## src/rtl/cim_pkg.sv

```systemverilog
// Shared width helpers, defaults and beat framing for the CIM accumulate tree.
package cim_pkg;

    localparam int N_BANKS_DEF = 16;
    localparam int DIN_W_DEF   = 8;

    typedef struct packed {
        logic valid;
        logic first;
        logic last;
        logic neg;
    } beat_ctl_t;

    function automatic int clog2(input int n);
        int r;
        r = 0;
        for (int i = 0; i < 32; i++) begin
            if ((1 << r) < n) r++;
        end
        return r;
    endfunction

    function automatic int tree_w(input int n, input int din);
        return din + clog2(n);
    endfunction

    function automatic int acc_w(input int n, input int din, input int act);
        return tree_w(n, din) + act + 1;
    endfunction

endpackage

```

## src/rtl/adder_nbit.sv

```systemverilog
// Plain W-bit adder used at every node of the reduction tree.
module adder_nbit #(
    parameter int W = 8
) (
    input  logic [W-1:0] a,
    input  logic [W-1:0] b,
    output logic [W-1:0] sum
);

    assign sum = a + b;

endmodule

```

## src/rtl/cim_accum_tree.sv

```systemverilog
// Bank reduction tree plus MSB-first bit-plane shift accumulator.
// Define CIM_TREE_PIPE_EN to register every tree level (latency 2 + LEVELS).
module cim_accum_tree
    import cim_pkg::*;
#(
    parameter int N_BANKS  = N_BANKS_DEF,
    parameter int DIN_W    = DIN_W_DEF,
    parameter int ACT_BITS = 8,
    localparam int ACC_W   = acc_w(N_BANKS, DIN_W, ACT_BITS)
) (
    input  logic                     clk,
    input  logic                     rst,
    input  logic                     in_valid,
    input  logic [N_BANKS*DIN_W-1:0] in_data,
    input  logic                     in_first,
    input  logic                     in_last,
    input  logic                     in_neg,
    output logic                     out_valid,
    output logic signed [ACC_W-1:0]  out_sum
);

    localparam int LEVELS = clog2(N_BANKS);
    localparam int TREE_W = tree_w(N_BANKS, DIN_W);
    localparam int EXT_W  = ACC_W - TREE_W;

    logic [N_BANKS*DIN_W-1:0] data_q;
    beat_ctl_t                ctl0_q;
    beat_ctl_t                ctl [0:LEVELS];
    // Heap layout: root at 1, leaves at N_BANKS..2*N_BANKS-1.
    logic [TREE_W-1:0]        node [1:2*N_BANKS-1];

    always_ff @(posedge clk) begin
        if (rst) begin
            data_q <= '0;
            ctl0_q <= '0;
        end else begin
            data_q       <= in_data;
            ctl0_q.valid <= in_valid;
            ctl0_q.first <= in_valid & in_first;
            ctl0_q.last  <= in_valid & in_last;
            ctl0_q.neg   <= in_valid & in_neg;
        end
    end

    assign ctl[0] = ctl0_q;

    for (genvar i = 0; i < N_BANKS; i++) begin : g_leaf
        assign node[N_BANKS+i] = {{LEVELS{1'b0}}, data_q[i*DIN_W +: DIN_W]};
    end

    for (genvar l = 1; l <= LEVELS; l++) begin : g_lvl
        for (genvar k = N_BANKS >> l; k < (N_BANKS >> (l - 1)); k++) begin : g_node
            logic [TREE_W-1:0] s;

            adder_nbit #(
                .W(TREE_W)
            ) u_add (
                .a  (node[2*k]),
                .b  (node[2*k+1]),
                .sum(s)
            );

`ifdef CIM_TREE_PIPE_EN
            logic [TREE_W-1:0] s_q;

            always_ff @(posedge clk) begin
                if (rst) s_q <= '0;
                else     s_q <= s;
            end

            assign node[k] = s_q;
`else
            assign node[k] = s;
`endif
        end

`ifdef CIM_TREE_PIPE_EN
        beat_ctl_t ctl_q;

        always_ff @(posedge clk) begin
            if (rst) ctl_q <= '0;
            else     ctl_q <= ctl[l-1];
        end

        assign ctl[l] = ctl_q;
`else
        assign ctl[l] = ctl[l-1];
`endif
    end

    beat_ctl_t                c;
    logic signed [ACC_W-1:0]  acc;
    logic signed [ACC_W-1:0]  acc_next;
    logic signed [ACC_W-1:0]  base;
    logic signed [ACC_W-1:0]  ext;

    assign c = ctl[LEVELS];

    always_comb begin
        ext      = {{EXT_W{1'b0}}, node[1]};
        base     = c.first ? '0 : (acc << 1);
        acc_next = c.neg ? (base - ext) : (base + ext);
    end

    always_ff @(posedge clk) begin
        if (rst) begin
            acc       <= '0;
            out_sum   <= '0;
            out_valid <= 1'b0;
        end else begin
            out_valid <= c.valid & c.last;
            if (c.valid) begin
                acc <= acc_next;
                if (c.last) out_sum <= acc_next;
            end
        end
    end

endmodule
```

## config.mk

```make
export PLATFORM = sky130hd
export DESIGN_NAME = cim_accum_tree
export DESIGN_NICKNAME = d
export VERILOG_FILES = /design/src/rtl/cim_pkg.sv /design/src/rtl/adder_nbit.sv /design/src/rtl/cim_accum_tree.sv
export SDC_FILE = /design/constraint.sdc
export NUM_CORES = 1
export LEC_CHECK = 0
export CAP_MARGIN = 0
export CORE_MARGIN = 3
export CORE_UTILIZATION = 40
export DETAILED_ROUTE_END_ITERATION = 10
export HOLD_SLACK_MARGIN = 0.1
export PLACE_DENSITY = 0.69
export SLEW_MARGIN = 25
export SYNTH_ARGS = -nofsm -noshare
export SYNTH_HDL_FRONTEND = slang
export SYNTH_HIERARCHICAL = 1
export SYNTH_SLANG_ARGS = --single-unit
```

## constraint.sdc

```tcl
create_clock -name clk -period 12.3 [get_ports clk]
set_input_delay 2.46 -clock clk [delete_from_list [all_inputs] [get_ports clk]]
set_output_delay 2.46 -clock clk [all_outputs]
set_load 0.1 [all_outputs]
```

==> results.toml, run 1 <==
[outcome]
status = "finished, final reports clean"

[run]
drv_cap = 0

[logic_synthesis]
synth_edf_count = 0
synth_ff_type = "dfxtp_1"
syn_area_per_cell_um2 = 8.99
synthCells = 1602
async_reset_ff_share_pct = 0
netlist_area_um2 = 14400
synth-seq-cells = 174
ys_seq_area_share_pct = 24.2
yosys.cell_types.count = 72
yosysWarnings = 6

[detailed_routing]
vias_per_cell = 5.32
drtAntennaViolNets = 0
vias = 12023
avgRoutedWirePerCell_um = 15.0
drt_iter0_drc = 586
drt_first_pass_iters = 5
drcViolationCount = 0
wl_mm = 34.0

[sta]
finalHoldViolations = 0
setup_ws_ns = 4.71
period_share_pct = 61.7
finalSetupTns_ns = 0
slew_viol_final = 0
setup_viol = 0
relSlewSlack_pct = 33.3
final.setup_skew_ns = 0.0103
layout_min_cycle_time_ns = 7.59
fmax_mhz = 132
rsz0062_at_grt = "false"
worst_pin_slew_ns = 0.998

[global_routing]
grt_overflow = 0
grt_pass1_vias = 11832
grt_max_degree = 100
antenna_found_initial = 0
grt_pass1_wl_mm = 56.9
gr-usage-all-layers_pct = 17.8

[final_layout]
drive_gt1_share_pct = 5.82
n_fill_cell = 3315
syn_to_final_growth_pct = 19.8
final_area_um2 = 17200
fin_cells = 2259
nNetsFinal = 2129
num_antenna_cells = 0

[critical_path]
slowest_stage = "nor4_2"
critPathCaptureType = "flip-flop"
worstReg2RegStart = "data_q[0]$_SDFF_PP0_"
critPathMaxStageDelay_ns = 0.54
cpMostUsedCell = "ha_1"
cp_max_fo = 9
r2r_slack_ns = 4.71
r2r-end = "out_sum[16]$_SDFFE_PP0P_"
reg2reg_depth = 29
cp_data_required_time_ns = 12.64
cp-start-kind = "flip-flop"
arrival_ns = 7.93
criticalPathCategory = "flip-flop to flip-flop"

[clock_tree]
clockBufferDepth = 2
cts_made_buffers = 17
htree_levels = 4
insertion_delay_ns = 0.45
path_clk_slew_ns = 0.07
cts-root-buf = "clkbuf_16"
cts_resized = 0
cts_setup_buffers = 0
postCtsHoldBufs = 0
cts.sinks = 174
cts_tree = "yes"

[floorplanning]
io_pins = 156
core_um2 = 35000
fp.dieH_um = 196
core.rowCount = 68
dieArea_um2 = 38300
start_util_pct = 41.2
die_width_um = 196

[placement]
dpl.hpwl_mm = 27.0
dp_cells = 2230
gp_congestion = 0.910
io_buffers = 155
placed_area_um2 = 16600
dp_slack_ns = 4.81

[hold_path]
worstHoldEndpoint = "out_sum[9]$_SDFFE_PP0P_"
min_path_cells = 2
hold_start = "out_sum[9]$_SDFFE_PP0P_"
hold_path.class = "flip-flop to flip-flop"
==> worst max-delay path by stage <==
stage / cells after the start / start / endpoint
5_1_grt: 32 / data_q[64]$_SDFF_PP0_ / acc[19]$_SDFFE_PP0P_
3_3_place_gp: 27 / data_q[0]$_SDFF_PP0_ / out_sum[17]$_SDFFE_PP0P_
3_5_place_dp: 29 / data_q[0]$_SDFF_PP0_ / out_sum[16]$_SDFFE_PP0P_
2_1_floorplan: 29 / data_q[0]$_SDFF_PP0_ / acc[16]$_SDFFE_PP0P_
6_report: 29 / data_q[0]$_SDFF_PP0_ / out_sum[16]$_SDFFE_PP0P_
4_1_cts: 29 / data_q[0]$_SDFF_PP0_ / out_sum[16]$_SDFFE_PP0P_
==> sequential cells by signal, indices dropped and copies added (netlist names) <==
name	cells
data_q	128
acc	20
out_sum	21
out_valid	1
c	4
==> worst max-delay path: cells and delay by family, from the launching register on <==
family / cells / cell delay, ns
AOI/OAI and AO/OA: 12 / 2.77
xor gates and xnor gates: 4 / 0.74
adders and majority gates: 6 / 2.11
DFF: 1 / 0.30
and+or+nand+nor: 7 / 1.56
==> Yosys cell counts, types with 12 or more instances <==
library cell / n / area share, %
and3_1: 25 / 1.1
ha_1: 185 / 16
nand2_1: 50 / 1.3
inv_1: 17 / 0.44
nor2_1: 110 / 2.9
o41a_1: 12 / 0.94
xnor2_1: 104 / 6.3
clkbuf_1: 36 / 0.94
nand3b_1: 12 / 0.63
a2111oi_4: 15 / 2.9
o211ai_1: 16 / 0.83
dfxtp_1: 174 / 24
nor3_1: 48 / 1.7
xor2_1: 62 / 3.8
nand3_1: 27 / 0.94
a21oi_1: 140 / 4.9
a21boi_1: 15 / 0.78
and2_1: 49 / 2.1
o21ai_0: 52 / 1.8
a21o_1: 47 / 2.5
fa_1: 16 / 2.2
o21a_1: 35 / 1.8
a41oi_2: 15 / 1.7
a21oi_2: 15 / 0.91
nand4_1: 26 / 1.1
nor2b_1: 148 / 6.4
a211oi_1: 34 / 1.8
and3_4: 15 / 1.2
==> final cells by class <==
class / count / area, µm² / area share [%]
well taps: 455 / 569 / 3.30
flip-flops and latches: 174 / 3480 / 20.2
clock buffers: 19 / 443 / 2.57
multi-input cells: 1424 / 10900 / 63.1
clock inverters: 10 / 214 / 1.24
inverters: 18 / 67.6 / 0.392
repair buffers: 159 / 1580 / 9.16
==> cells by family (layout without fill, tap and decap cells) <==
kind of cell / Yosys count / in the layout / share of synthesized area, %
xor+xnor: 166 / 166 / 10.1
fa+ha+maj: 201 / 201 / 18.3
mux: 8 / 8 / 0.574
buf+inv: 67 / 206 / 1.84
other cells: 1 / 64 / 0.0260
compound gates: 451 / 451 / 24.3
flops: 174 / 174 / 24.2
simple gates: 534 / 534 / 20.7
==> per-stage QoR <==
stage               util [%]  hold WS [ns]
finish                  49.3         0.454
global route            49.3         0.475
detailed placement      47.4         0.448
global placement        47.4         0.446
CTS                     49.3         0.458
floorplan                  -         0.441
==> placed cells by master, fill, tap and decap left out, types with 25 or more instances in the layout <==
cell               n
a211oi_1          34
a21o_1            47
a21oi_1          140
and2_1            49
and3_1            25
clkdlybuf4s50_1  154
conb_1            64
dfxtp_1          174
ha_1             185
nand2_1           50
nand3_1           27
nand4_1           26
nor2_1           110
nor2b_1          148
nor3_1            48
o21a_1            35
o21ai_0           52
xnor2_1          104
xor2_1            62
==> layer usage <==
layer,track usage (%),part of all wire [%]
met4,3.86,1.2
met3,3.55,4.1
met2,30.2,47
met1,23.4,48
met5,0,0
Power of run 1 is left out: the tool's default activity adds up to more than one toggle a clock period on the data nets, which glitch-free logic cannot reach.
==> inputs of run 2 (changes only) <==
clock period = 7.6 ns   (was 12.3 ns; I/O delays follow)
==> run 2 against run 1 <==
Design area increased by 0.89%; core utilization rose by 0.44 points; global-route usage is essentially flat; fmax increased by 4.7%; non-clock buffer count increased by 9; first-iteration DRC count shrank 0.34%; setup slack got worse by 4.4 ns; critical path depth unchanged; clock skew grew 0.0045 ns; clock-buffer cell count grew 1; cell count increased by 0.53%.
==> results.toml, run 2 (synthesized netlist as in run 1, its figures left out) <==
[detailed_routing]
highest_layer = "met4"
drtAntennaViolNets = 0
vias = 12058
wl_met2_mm = 15.9
drt_first_pass_iters = 5
drt_iter0_drc = 584
avgRoutedWirePerCell_um = 15.1
wl_mm = 34.3
route.met3.wl_mm = 1.38
vias_per_cell = 5.31
wl_met1_mm = 16.4
drcViolationCount = 0

[final_layout]
regMostFlops = "data_q"
final_common_cell = "ha_1"
drive_gt1_share_pct = 7.82
num_antenna_cells = 0
largest_reg_flops = 128
fin_util_pct = 49.7
nNetsFinal = 2138
reg_top3 = "data_q (128), out_sum (21), acc (20)"
layout_common_cells = "ha_1, dfxtp_1, clkdlybuf4s50_1"
syn_to_final_growth_pct = 20.8

[sta]
layout_min_cycle_time_ns = 7.25
final.setup_skew_ns = 0.0147
fmax_mhz = 138
period_share_pct = 95.3
relSlewSlack_pct = 32.9
setup_viol = 0
worst_pin_slew_ns = 1.00
slew_viol_final = 0
finalHoldViolations = 0

[clock_tree]
cts.sinks = 174
cts_tree = "yes"
cts_made_buffers = 17
clockBufferDepth = 2
cts-root-buf = "clkbuf_16"
insertion_delay_ns = 0.45
htree_levels = 4
path_clk_slew_ns = 0.07

[critical_path]
critPathMaxStageDelay_ns = 0.52
criticalPathCategory = "flip-flop to flip-flop"
crit_end = "out_sum[17]$_SDFFE_PP0P_"
r2r-end = "out_sum[17]$_SDFFE_PP0P_"
r2r_slack_ns = 0.35
cpMostUsedCell = "nor2_1"
cp-start-kind = "flip-flop"
reg2reg_depth = 29
cp_max_fo = 8
worstReg2RegStart = "data_q[0]$_SDFF_PP0_"
critPathCaptureType = "flip-flop"
startpoint = "data_q[0]$_SDFF_PP0_"
arrival_ns = 7.59
slowest_stage = "or4b_4"
cp_data_required_time_ns = 7.94

[global_routing]
antenna_found_initial = 0
gr-usage-all-layers_pct = 17.7
grt_max_degree = 100
grt_pass1_vias = 11919
grt_pass1_wl_mm = 56.7
grt_overflow = 0

[run]
drv_cap = 0

[hold_path]
hold_start = "out_sum[4]$_SDFFE_PP0P_"
hold_path.class = "flip-flop to flip-flop"
min_path_cells = 2

[placement]
dpl.hpwl_mm = 27.0
io_buffers = 155
gp_congestion = 0.914

[outcome]
status = "finished, final reports clean"

[floorplanning]
core_um2 = 35000
die_width_um = 196
io_pins = 156
start_util_pct = 41.2
dieArea_um2 = 38300
fp.dieH_um = 196
core.rowCount = 68
-- run 2: cell count changes in the layout (fill, tap and decap cells not counted), moves of 3 or more --
cell       before  now
inv_6           0    5
ha_1          185  177
a21oi_1       140  137
a211oi_2        0    3
ha_2            0    8
bufinv_16       6    2
a211oi_1       34   31
buf_4           5   13
a21oi_2        15   18
-- run 2: worst min path at each step --
stage | endpoint | slack (ns)
2_1_floorplan | acc[10]$_SDFFE_PP0P_ | 0.44
3_3_place_gp | out_sum[11]$_SDFFE_PP0P_ | 0.45
3_5_place_dp | out_sum[4]$_SDFFE_PP0P_ | 0.45
4_1_cts | out_sum[4]$_SDFFE_PP0P_ | 0.46
5_1_grt | out_sum[4]$_SDFFE_PP0P_ | 0.48
6_report | out_sum[4]$_SDFFE_PP0P_ | 0.45
-- run 2: final cells by class --
type / instances / area [µm²]
fill: 3264 / 17600
sequential: 174 / 3480
timing repair buffer: 168 / 1670
multi-input combinational: 1424 / 11000
clock inverter: 12 / 150
tap: 455 / 569
inverter: 18 / 67.6
clock buffer: 20 / 447
-- run 2: what timing repair did --
action | 4_1_cts | 5_1_grt
hold buffers | 0 | 0
gates resized for setup | 0 | 30
setup endpoints to repair | 0 | 17
setup buffers | 0 | 4
-- run 2: per-stage QoR --
step | area [µm²] | hold WS [ns] | worst slack (ns) | TNS (ns) | cells
final | 17400 | 0.455 | 0.355 | 0 | 2271
after global routing | 17400 | 0.476 | -0.0306 | -0.110 | 2271
after CTS | 17200 | 0.459 | 0.153 | 0 | 2266
after detailed placement | 16600 | 0.449 | 0.194 | 0 | 2234
after global placement | 16600 | 0.447 | 0.244 | 0 | 2234
after floorplan | 14600 | 0.441 | 0.861 | 0 | 1665
-- run 2: per-layer routing --
metal | GRT usage, % | up-vias
met3 | 3.62 | 49
met1 | 23.2 | 5575
met5 | 0 | -
li1 | - | 6225
met2 | 29.5 | 209
met4 | 5.47 | 0
-- run 2: critical path, delay by kind of cell (launching register included) --
kind	cells	cell delay, ns
xor+xnor	4	0.62
simple gates	11	1.94
fa+ha+maj	6	2.21
flops	1	0.30
compound gates	8	2.04
Power of run 2 is left out for the same reason.
